$ cat config.mk
export PLATFORM = sky130hd
export DESIGN_NAME = risc_fetch_unit
export DESIGN_NICKNAME = d
export VERILOG_FILES = /design/src/rtl/risc_fetch_unit.sv
export SDC_FILE = /design/constraint.sdc
export NUM_CORES = 1
export LEC_CHECK = 0
export ABC_CLOCK_PERIOD_IN_PS = 8200
export CAP_MARGIN = 30
export CORE_MARGIN = 2
export CORE_UTILIZATION = 59
export DETAILED_ROUTE_END_ITERATION = 16
export PLACE_DENSITY = 0.95
export SYNTH_ARGS = -nofsm -noshare
export SYNTH_HDL_FRONTEND = slang
export SYNTH_SLANG_ARGS = --single-unit
$ cat constraint.sdc
create_clock -name clk -period 8.2 [get_ports clk]
set_input_delay 1.64 -clock clk [delete_from_list [all_inputs] [get_ports clk]]
set_output_delay 1.64 -clock clk [all_outputs]
set_load 0.05 [all_outputs]
$ cat src/rtl/risc_fetch_unit.sv
// risc_fetch_unit: decoupled instruction-fetch front end.
//
// Issues word fetches to a 1-cycle-latency synchronous instruction memory and queues each
// returned instruction with its PC in a small FIFO. Decode consumes the FIFO head over a
// valid/ready handshake. A redirect flushes the FIFO, squashes any in-flight response and
// restarts fetch at the (word-aligned) redirect target.
//
// Optional feature macro: FETCH_BYPASS_EN
//   defined   - with the FIFO empty, a returning response is presented combinationally in
//               its data cycle (1-cycle latency); it is only written if decode stalls.
//   undefined - outputs come purely from the registered FIFO head (2-cycle latency).
//
// Ports:
//   clk            clock, rising edge
//   rst            synchronous active-low reset
//   imem_en        fetch request this cycle
//   imem_addr      word address of the request
//   imem_rdata     instruction, valid the cycle after imem_en
//   redirect_valid flush and restart fetch at redirect_pc
//   redirect_pc    new fetch target (low two bits ignored)
//   if_valid       head instruction valid
//   if_instr       head instruction
//   if_pc          head PC
//   if_pc4         head PC + 4
//   id_ready       decode accepts the head this cycle
//   fifo_count     occupied FIFO entries

module risc_fetch_unit #(
  parameter int unsigned     XLEN       = 32,
  parameter int unsigned     IMEM_AW    = 10,
  parameter int unsigned     FIFO_DEPTH = 4,
  parameter logic [XLEN-1:0] RESET_PC   = '0
) (
  input  logic                          clk,
  input  logic                          rst,
  output logic                          imem_en,
  output logic [IMEM_AW-1:0]            imem_addr,
  input  logic [31:0]                   imem_rdata,
  input  logic                          redirect_valid,
  input  logic [XLEN-1:0]               redirect_pc,
  output logic                          if_valid,
  output logic [31:0]                   if_instr,
  output logic [XLEN-1:0]               if_pc,
  output logic [XLEN-1:0]               if_pc4,
  input  logic                          id_ready,
  output logic [$clog2(FIFO_DEPTH):0]   fifo_count
);

  localparam int unsigned PtrW = $clog2(FIFO_DEPTH);
  localparam int unsigned CntW = PtrW + 1;

  logic [XLEN-1:0] fetch_pc_q, fetch_pc_d;
  logic            pending_q, pending_d;
  logic [XLEN-1:0] pending_pc_q, pending_pc_d;
  logic [PtrW-1:0] rd_ptr_q, rd_ptr_d;
  logic [PtrW-1:0] wr_ptr_q, wr_ptr_d;
  logic [CntW-1:0] count_q, count_d;
  logic [31:0]     instr_buf_q [FIFO_DEPTH];
  logic [XLEN-1:0] pc_buf_q    [FIFO_DEPTH];

  logic credit_ok;
  logic issue;
  logic head_valid;
  logic bypass;
  logic bypass_take;
  logic pop;
  logic push;
  logic wr_en;

  // Credit counts the in-flight response as occupied so a response always has a free slot.
  // A pop in the same cycle deliberately does not free credit.
  assign credit_ok  = (32'(count_q) + 32'(pending_q)) < FIFO_DEPTH;
  assign issue      = rst & ~redirect_valid & credit_ok;
  assign head_valid = (count_q != '0);

`ifdef FETCH_BYPASS_EN
  assign bypass = pending_q & ~redirect_valid & ~head_valid;
`else
  assign bypass = 1'b0;
`endif

  assign bypass_take = bypass & id_ready;
  assign pop         = head_valid & id_ready;
  // A bypassed response accepted by decode never enters the FIFO.
  assign push        = pending_q & ~bypass_take;
  assign wr_en       = rst & ~redirect_valid & push;

  assign imem_en    = issue;
  assign imem_addr  = fetch_pc_q[IMEM_AW+1:2];
  assign fifo_count = count_q;

  // Next-state: redirect outranks pop, push and issue.
  always_comb begin
    fetch_pc_d   = fetch_pc_q;
    pending_d    = issue;
    pending_pc_d = pending_pc_q;
    rd_ptr_d     = rd_ptr_q;
    wr_ptr_d     = wr_ptr_q;
    count_d      = count_q;
    if (redirect_valid) begin
      fetch_pc_d = redirect_pc & ~XLEN'(3);
      pending_d  = 1'b0;
      rd_ptr_d   = '0;
      wr_ptr_d   = '0;
      count_d    = '0;
    end else begin
      if (pop) begin
        rd_ptr_d = rd_ptr_q + PtrW'(1);
      end
      if (push) begin
        wr_ptr_d = wr_ptr_q + PtrW'(1);
      end
      count_d = count_q + CntW'(push) - CntW'(pop);
      if (issue) begin
        fetch_pc_d   = fetch_pc_q + XLEN'(4);
        pending_pc_d = fetch_pc_q;
      end
    end
  end

  always_ff @(posedge clk) begin
    if (!rst) begin
      fetch_pc_q   <= RESET_PC;
      pending_q    <= 1'b0;
      pending_pc_q <= '0;
      rd_ptr_q     <= '0;
      wr_ptr_q     <= '0;
      count_q      <= '0;
    end else begin
      fetch_pc_q   <= fetch_pc_d;
      pending_q    <= pending_d;
      pending_pc_q <= pending_pc_d;
      rd_ptr_q     <= rd_ptr_d;
      wr_ptr_q     <= wr_ptr_d;
      count_q      <= count_d;
    end
  end

  // Storage needs no reset: occupancy is tracked by count_q alone.
  always_ff @(posedge clk) begin
    if (wr_en) begin
      instr_buf_q[wr_ptr_q] <= imem_rdata;
      pc_buf_q[wr_ptr_q]    <= pending_pc_q;
    end
  end

  always_comb begin
    if_instr = '0;
    if_pc    = '0;
    if (head_valid) begin
      if_instr = instr_buf_q[rd_ptr_q];
      if_pc    = pc_buf_q[rd_ptr_q];
    end else if (bypass) begin
      if_instr = imem_rdata;
      if_pc    = pending_pc_q;
    end
  end

  assign if_valid = head_valid | bypass;
  assign if_pc4   = if_valid ? (if_pc + XLEN'(4)) : '0;

`ifndef SYNTHESIS
  // The credit rule must make a write into a full FIFO impossible.
  write_when_full_a : assert property (@(posedge clk) disable iff (!rst)
    !(wr_en && (count_q == CntW'(FIFO_DEPTH))));
`endif

endmodule

# After elaboration in Yosys (flattened, before gate mapping)
# Memory sizes are Yosys's and may differ from the RTL's. A register that Yosys moved wholly into a read port is not among the register bits.
# Index checks and enable logic that the tools add are counted.
# word_totals
ff_bits,72
ramBits,256
output_inout_bits,111
wordCells,38
mem_count,2
# mem_list
name,words,word_bits,read_ports,rd_ports_with_merged_regs,wr,line_no,source
instr_buf_q,4,32,1,1,1,58,logic [31:0] instr_buf_q [FIFO_DEPTH];
pc_buf_q,4,32,1,1,1,59,logic [XLEN-1:0] pc_buf_q [FIFO_DEPTH];
# op_classes
addsub,7
magnitude_cmp,1
n_mux,11
bitwise_logic,6
reduce_logical,4
# op_table
op,n
$mux W32,5
$add A32 B3 Y32 const B,2
$mux W2,4
$add A2 B1 Y2 const B,2
$add A3 B1 Y4,1
$and A1 B1 Y1,4
$lt A4 B3 Y1 const B,1
$add A3 B1 Y3,1
$reduce_bool A3 Y1,1
$sub A3 B1 Y3,1
$mux W1,2
$not A1 Y1,2
$reduce_and A2 Y1,1
$reduce_bool A2 Y1,1
$reduce_or A2 Y1,1

# Logic depth before layout (Yosys ltp)
# logic_depth
ltp_word,5
ltp_mapped,10

# Least setup slack after synthesis
# Ideal clock, no wire load.
# synth_timing
path_type,flip-flop to output port
startpoint,"register count_q[2], in the netlist fifo_count[2]"
endpoint,output port if_pc4[30]
arrival_time_ns,4.032
required_ns,6.560
setup_slack_ns,2.528
path_stages_with_launch,11
n_path_buf,2
cell_sequence,dfxtp_1 > nor3_1 > inv_1 > clkbuf_1 > clkbuf_1 > and2_1 > ha_1 > nand3_1 > nor3_4 > nand4_1 > a21oi_1
# synth_via
elab_chain_cells,4
# synth_lines
item,line_no,source
from (decl),57,"logic [CntW-1:0] count_q, count_d;"
from (signal assigned),135,count_q <= count_d;
$reduce_bool A3 Y1,74,assign head_valid = (count_q != '0);
net if_valid,41,"output logic if_valid,"
$mux W32,150,if (head_valid) begin
net if_pc[2],43,"output logic [XLEN-1:0] if_pc,"
$add A32 B3 Y32,160,assign if_pc4 = if_valid ? (if_pc + XLEN'(4)) : '0;
$mux W32,160,
to (decl),44,"output logic [XLEN-1:0] if_pc4,"
# The timed path passes the listed nets, and every way through them passes these cells.

==> impl_metrics.prom <==
# TYPE chip_impl_metric gauge
chip_impl_metric{name="vias",unit=""} 8651
chip_impl_metric{name="cts_resized",unit=""} 0
chip_impl_metric{name="ff_latch_area",unit="um2"} 8850
chip_impl_metric{name="layout-area-overhead-vs-synth",unit="%"} 21.7
chip_impl_metric{name="timing.critical_path.arrival",unit="ns"} 4.62
chip_impl_metric{name="grt.total_usage",unit="%"} 25.9
chip_impl_info{name="ys.flop_type",value="sky130_fd_sc_hd__edfxtp_1"} 1
chip_impl_metric{name="power_density",unit="nW/um2"} 218
chip_impl_metric{name="layout_worst_path_cycle_share",unit="%"} 76.4
chip_impl_metric{name="ir_drop",unit="mV"} 0.187
chip_impl_metric{name="synth_enable_flop_cells",unit=""} 248
chip_impl_info{name="cts_root_buffer_type",value="sky130_fd_sc_hd__clkbuf_16"} 1
chip_impl_info{name="dominant_combinational_cell_family_by_area_after_synthesis",value="simple AND/OR/NAND/NOR gates"} 1
chip_impl_metric{name="worstMarginPinSlew",unit="ns"} 1.06
chip_impl_metric{name="final.setup.tns",unit="ns"} 0
chip_impl_metric{name="finalHoldViolations",unit=""} 0
chip_impl_metric{name="grt-ovfl-total",unit=""} 0
chip_impl_metric{name="synth_compound_gate_area_share",unit="%"} 4.86
chip_impl_metric{name="port_buffers",unit=""} 172
chip_impl_metric{name="ys_warn_count",unit=""} 0
chip_impl_metric{name="postCtsHoldBufs",unit=""} 0
chip_impl_metric{name="numCtsBuffers",unit=""} 31
chip_impl_metric{name="ys_ff_latch",unit=""} 318
chip_impl_metric{name="num_rows",unit=""} 55
chip_impl_metric{name="number_of_antenna_violations_at_the_first_check_in_global_routing",unit=""} 0
chip_impl_info{name="grt_setup_unrepaired",value="no"} 1
chip_impl_metric{name="placeableCoreArea",unit="um2"} 22600
chip_impl_metric{name="max_slew_margin",unit="%"} 29.3
chip_impl_metric{name="grt_pass1_vias",unit=""} 8560
chip_impl_metric{name="detail_route_antenna_nets",unit=""} 0
chip_impl_metric{name="layout-drive-gt1-share",unit="%"} 13.5
chip_impl_metric{name="leakage",unit="nW"} 5.40
chip_impl_metric{name="worst_hold_slack",unit="ns"} 0.471
chip_impl_metric{name="distinct_cell_type_count_of_the_synthesized_netlist",unit=""} 68
chip_impl_metric{name="max_freq",unit="MHz"} 160
chip_impl_info{name="layout.cells.most_common",value="sky130_fd_sc_hd__edfxtp_1"} 1
chip_impl_metric{name="drt-wirelength-per-cell",unit="um"} 22.3
chip_impl_metric{name="finish.net_count",unit=""} 1183
chip_impl_metric{name="grt_pass1_wl",unit="mm"} 48.6
chip_impl_metric{name="routed_wirelength",unit="mm"} 31.6
chip_impl_metric{name="cts_num_sinks",unit=""} 318
chip_impl_metric{name="clock_insertion_delay_worst_skew",unit="ns"} 0.56
chip_impl_metric{name="initial_core_util",unit="%"} 60.0
chip_impl_metric{name="xor_xnor_fraction_of_synth_area",unit="%"} 1.87
chip_impl_metric{name="post_synth_inst_count",unit=""} 948
chip_impl_metric{name="max_cap_violations",unit=""} 0
chip_impl_metric{name="die-width",unit="um"} 156
chip_impl_metric{name="place.gp.congestion",unit=""} 0.816
chip_impl_metric{name="detail_route.vias_per_cell",unit=""} 6.12
chip_impl_metric{name="netlist_area",unit="um2"} 13500
chip_impl_metric{name="cts.clk_slew.worst_paths",unit="ns"} 0.07
chip_impl_metric{name="die_height",unit="um"} 156
chip_impl_metric{name="post_cts_buffers",unit=""} 0
chip_impl_metric{name="clock_path_buffers",unit=""} 3
chip_impl_info{name="critPathCaptureType",value="primary output"} 1
chip_impl_metric{name="share_of_synthesized_area_occupied_by_flip_flops_and_latches",unit="%"} 65.3
chip_impl_metric{name="grt_start_max_net_pins",unit=""} 60
chip_impl_metric{name="postSynthAreaPerCell",unit="um2"} 14.3
chip_impl_metric{name="multi_input_comb_area",unit="um2"} 4270
chip_impl_info{name="cts_tree",value="built"} 1
chip_impl_info{name="most-common-layout-cells",value="sky130_fd_sc_hd__edfxtp_1 (248), sky130_fd_sc_hd__clkdlybuf4s50_1 (171), sky130_fd_sc_hd__nand2_1 (110), sky130_fd_sc_hd__dfxtp_1 (68), sky130_fd_sc_hd__a21oi_1 (62)"} 1
chip_impl_metric{name="number_of_iterations_in_the_first_detailed_routing_pass",unit=""} 5
chip_impl_metric{name="final.min_clock_period",unit="ns"} 6.26
chip_impl_info{name="run_status",value="finished clean"} 1
chip_impl_metric{name="post_synth_mux_area_share",unit="%"} 11.2
chip_impl_metric{name="drt_drc_violations_left",unit=""} 0
chip_impl_metric{name="antenna_cells_inserted",unit=""} 0
chip_impl_metric{name="synthArstFlopShare",unit="%"} 0
chip_impl_info{name="setup.worst_path.start_class",value="flop"} 1
chip_impl_metric{name="maximum_fanout_along_the_worst_path",unit=""} 40
chip_impl_metric{name="post-dp-hpwl",unit="mm"} 19.4
chip_impl_metric{name="adder_and_majority_cell_fraction_of_the_synthesized_area",unit="%"} 0.979
chip_impl_metric{name="die_area",unit="um2"} 24200
chip_impl_metric{name="timing.clock.skew",unit="ns"} 0.0169
chip_impl_info{name="min-delay-path-class",value="reg -> reg"} 1
chip_impl_metric{name="timing.critical_path.required",unit="ns"} 6.56
chip_impl_metric{name="num_io_pins",unit=""} 179
chip_impl_metric{name="timing.final.setup_violations",unit=""} 0
chip_impl_metric{name="number_of_drc_markers_after_the_initial_detailed_route_iteration",unit=""} 753
chip_impl_info{name="timing.setup.critical_path_class",value="reg -> out"} 1
chip_impl_metric{name="cts_htree_levels",unit=""} 1
chip_impl_metric{name="placement.cell_area",unit="um2"} 15400
chip_impl_metric{name="tot_pwr",unit="mW"} 3.59
chip_impl_metric{name="final_max_slew_viol_count",unit=""} 0
chip_impl_metric{name="design_area",unit="um2"} 16500
chip_impl_metric{name="synth_simple_gate_area_share",unit="%"} 12.4
chip_impl_metric{name="layout.filler_cells",unit=""} 1357
final timing paths:
kind | depth (start not counted) | end | start | slack, ns
max | 8 | if_pc4[31] | flop | 1.94
min | 2 | pending_pc_q[31]$_SDFFE_PN0P_ | fetch_pc_q[31]$_SDFFE_PN0P_ | 0.47
max reg2reg | 7 | fetch_pc_q[19]$_SDFFE_PN0P_ | fifo_count[1]$_SDFF_PP0_ | 4.66
min reg2reg | 2 | pending_pc_q[31]$_SDFFE_PN0P_ | fetch_pc_q[31]$_SDFFE_PN0P_ | 0.47
cell families (layout without fill, tap and decap cells):
logic type / count (synthesis) / in the layout
xor+xnor: 29 / 29
mux: 75 / 75
other cells: 1 / 4
simple gates: 317 / 317
fa+ha+maj: 10 / 10
compound gates: 109 / 109
flops: 318 / 318
buf+inv: 89 / 267
synth_stat cells (all sizes together) (2+ instances only):
master | instances | area, um2
edfxtp | 248 | 7450
nand2 | 111 | 419
dfxtp | 70 | 1400
a21oi | 62 | 310
and2 | 59 | 374
mux4 | 59 | 1350
nor2 | 56 | 210
clkbuf | 34 | 128
buf | 32 | 239
xnor2 | 23 | 201
inv | 22 | 82.6
nand3 | 19 | 108
nand4 | 19 | 155
and3 | 17 | 116
nor3 | 15 | 97.6
o21ai | 12 | 60.1
mux2 | 10 | 113
ha | 9 | 113
a31oi | 7 | 43.8
mux2i | 6 | 60.1
nor4 | 6 | 65.1
xor2 | 6 | 52.6
a32oi | 5 | 43.8
or3 | 4 | 25.0
and4 | 3 | 26.3
nor4b | 3 | 45.0
o211ai | 3 | 27.5
a2bb2oi | 2 | 17.5
a311oi | 2 | 17.5
a31o | 2 | 17.5
a41oi | 2 | 17.5
o211a | 2 | 20.0
o21a | 2 | 15.0
where the power goes:
| part | total, mW | switching (mW) | leakage [nW] | internal (mW) |
|---|---|---|---|---|
| Sequential | 1.78 | 0.0277 | 2.82 | 1.75 |
| Combinational | 0.354 | 0.227 | 2.06 | 0.127 |
| Clock | 1.45 | 0.598 | 0.515 | 0.855 |
cell type report:
cell class	count	area share, %
clock buffers	44	5.44
well taps	285	2.16
repair buffers	187	11.3
clock inverters	13	0.926
multi-input cells	544	25.9
flip-flops and latches	318	53.7
inverters	23	0.524
through the flow:
| step | util (%) | cells | setup WS, ns |
|---|---|---|---|
| floorplan | - | 951 | 2.53 |
| global placement | 68.2 | 1355 | 2.59 |
| detailed placement | 68.2 | 1355 | 2.52 |
| CTS | 72.8 | 1412 | 1.92 |
| global route | 73.0 | 1414 | 1.60 |
| finish | 73.0 | 1414 | 1.94 |
flip-flops by register name, summed over array words and instances (netlist names), named ones only:
name	cells
instr_buf_q	128
pc_buf_q	120
fetch_pc_q	30
pending_pc_q	30
fifo_count	3
rd_ptr_q	2
wr_ptr_q	2
pending_q	1
layer usage:
metal | routed length [um] | vias up | GRT usage (%) | part of all wire (%)
met5 | 0 | - | 0 | 0
met4 | 903 | 0 | 7.51 | 2.9
met3 | 2750 | 71 | 4.56 | 8.7
met2 | 15500 | 489 | 44.1 | 49
met1 | 12400 | 4231 | 34.7 | 39
li1 | - | 3860 | - | -
worst max-delay path: stages, from the launching register on:
cell and delay, ns:
sky130_fd_sc_hd__dfxtp_4 0.85, sky130_fd_sc_hd__buf_4 0.55, sky130_fd_sc_hd__mux4_1 0.41, sky130_fd_sc_hd__and2_1 0.28, sky130_fd_sc_hd__nand4_1 0.28, sky130_fd_sc_hd__nor4b_2 0.48, sky130_fd_sc_hd__and3_1 0.24, sky130_fd_sc_hd__o21a_1 0.11
sky130_fd_sc_hd__clkdlybuf4s50_1 0.86
Power figures use the tool's default switching activity.
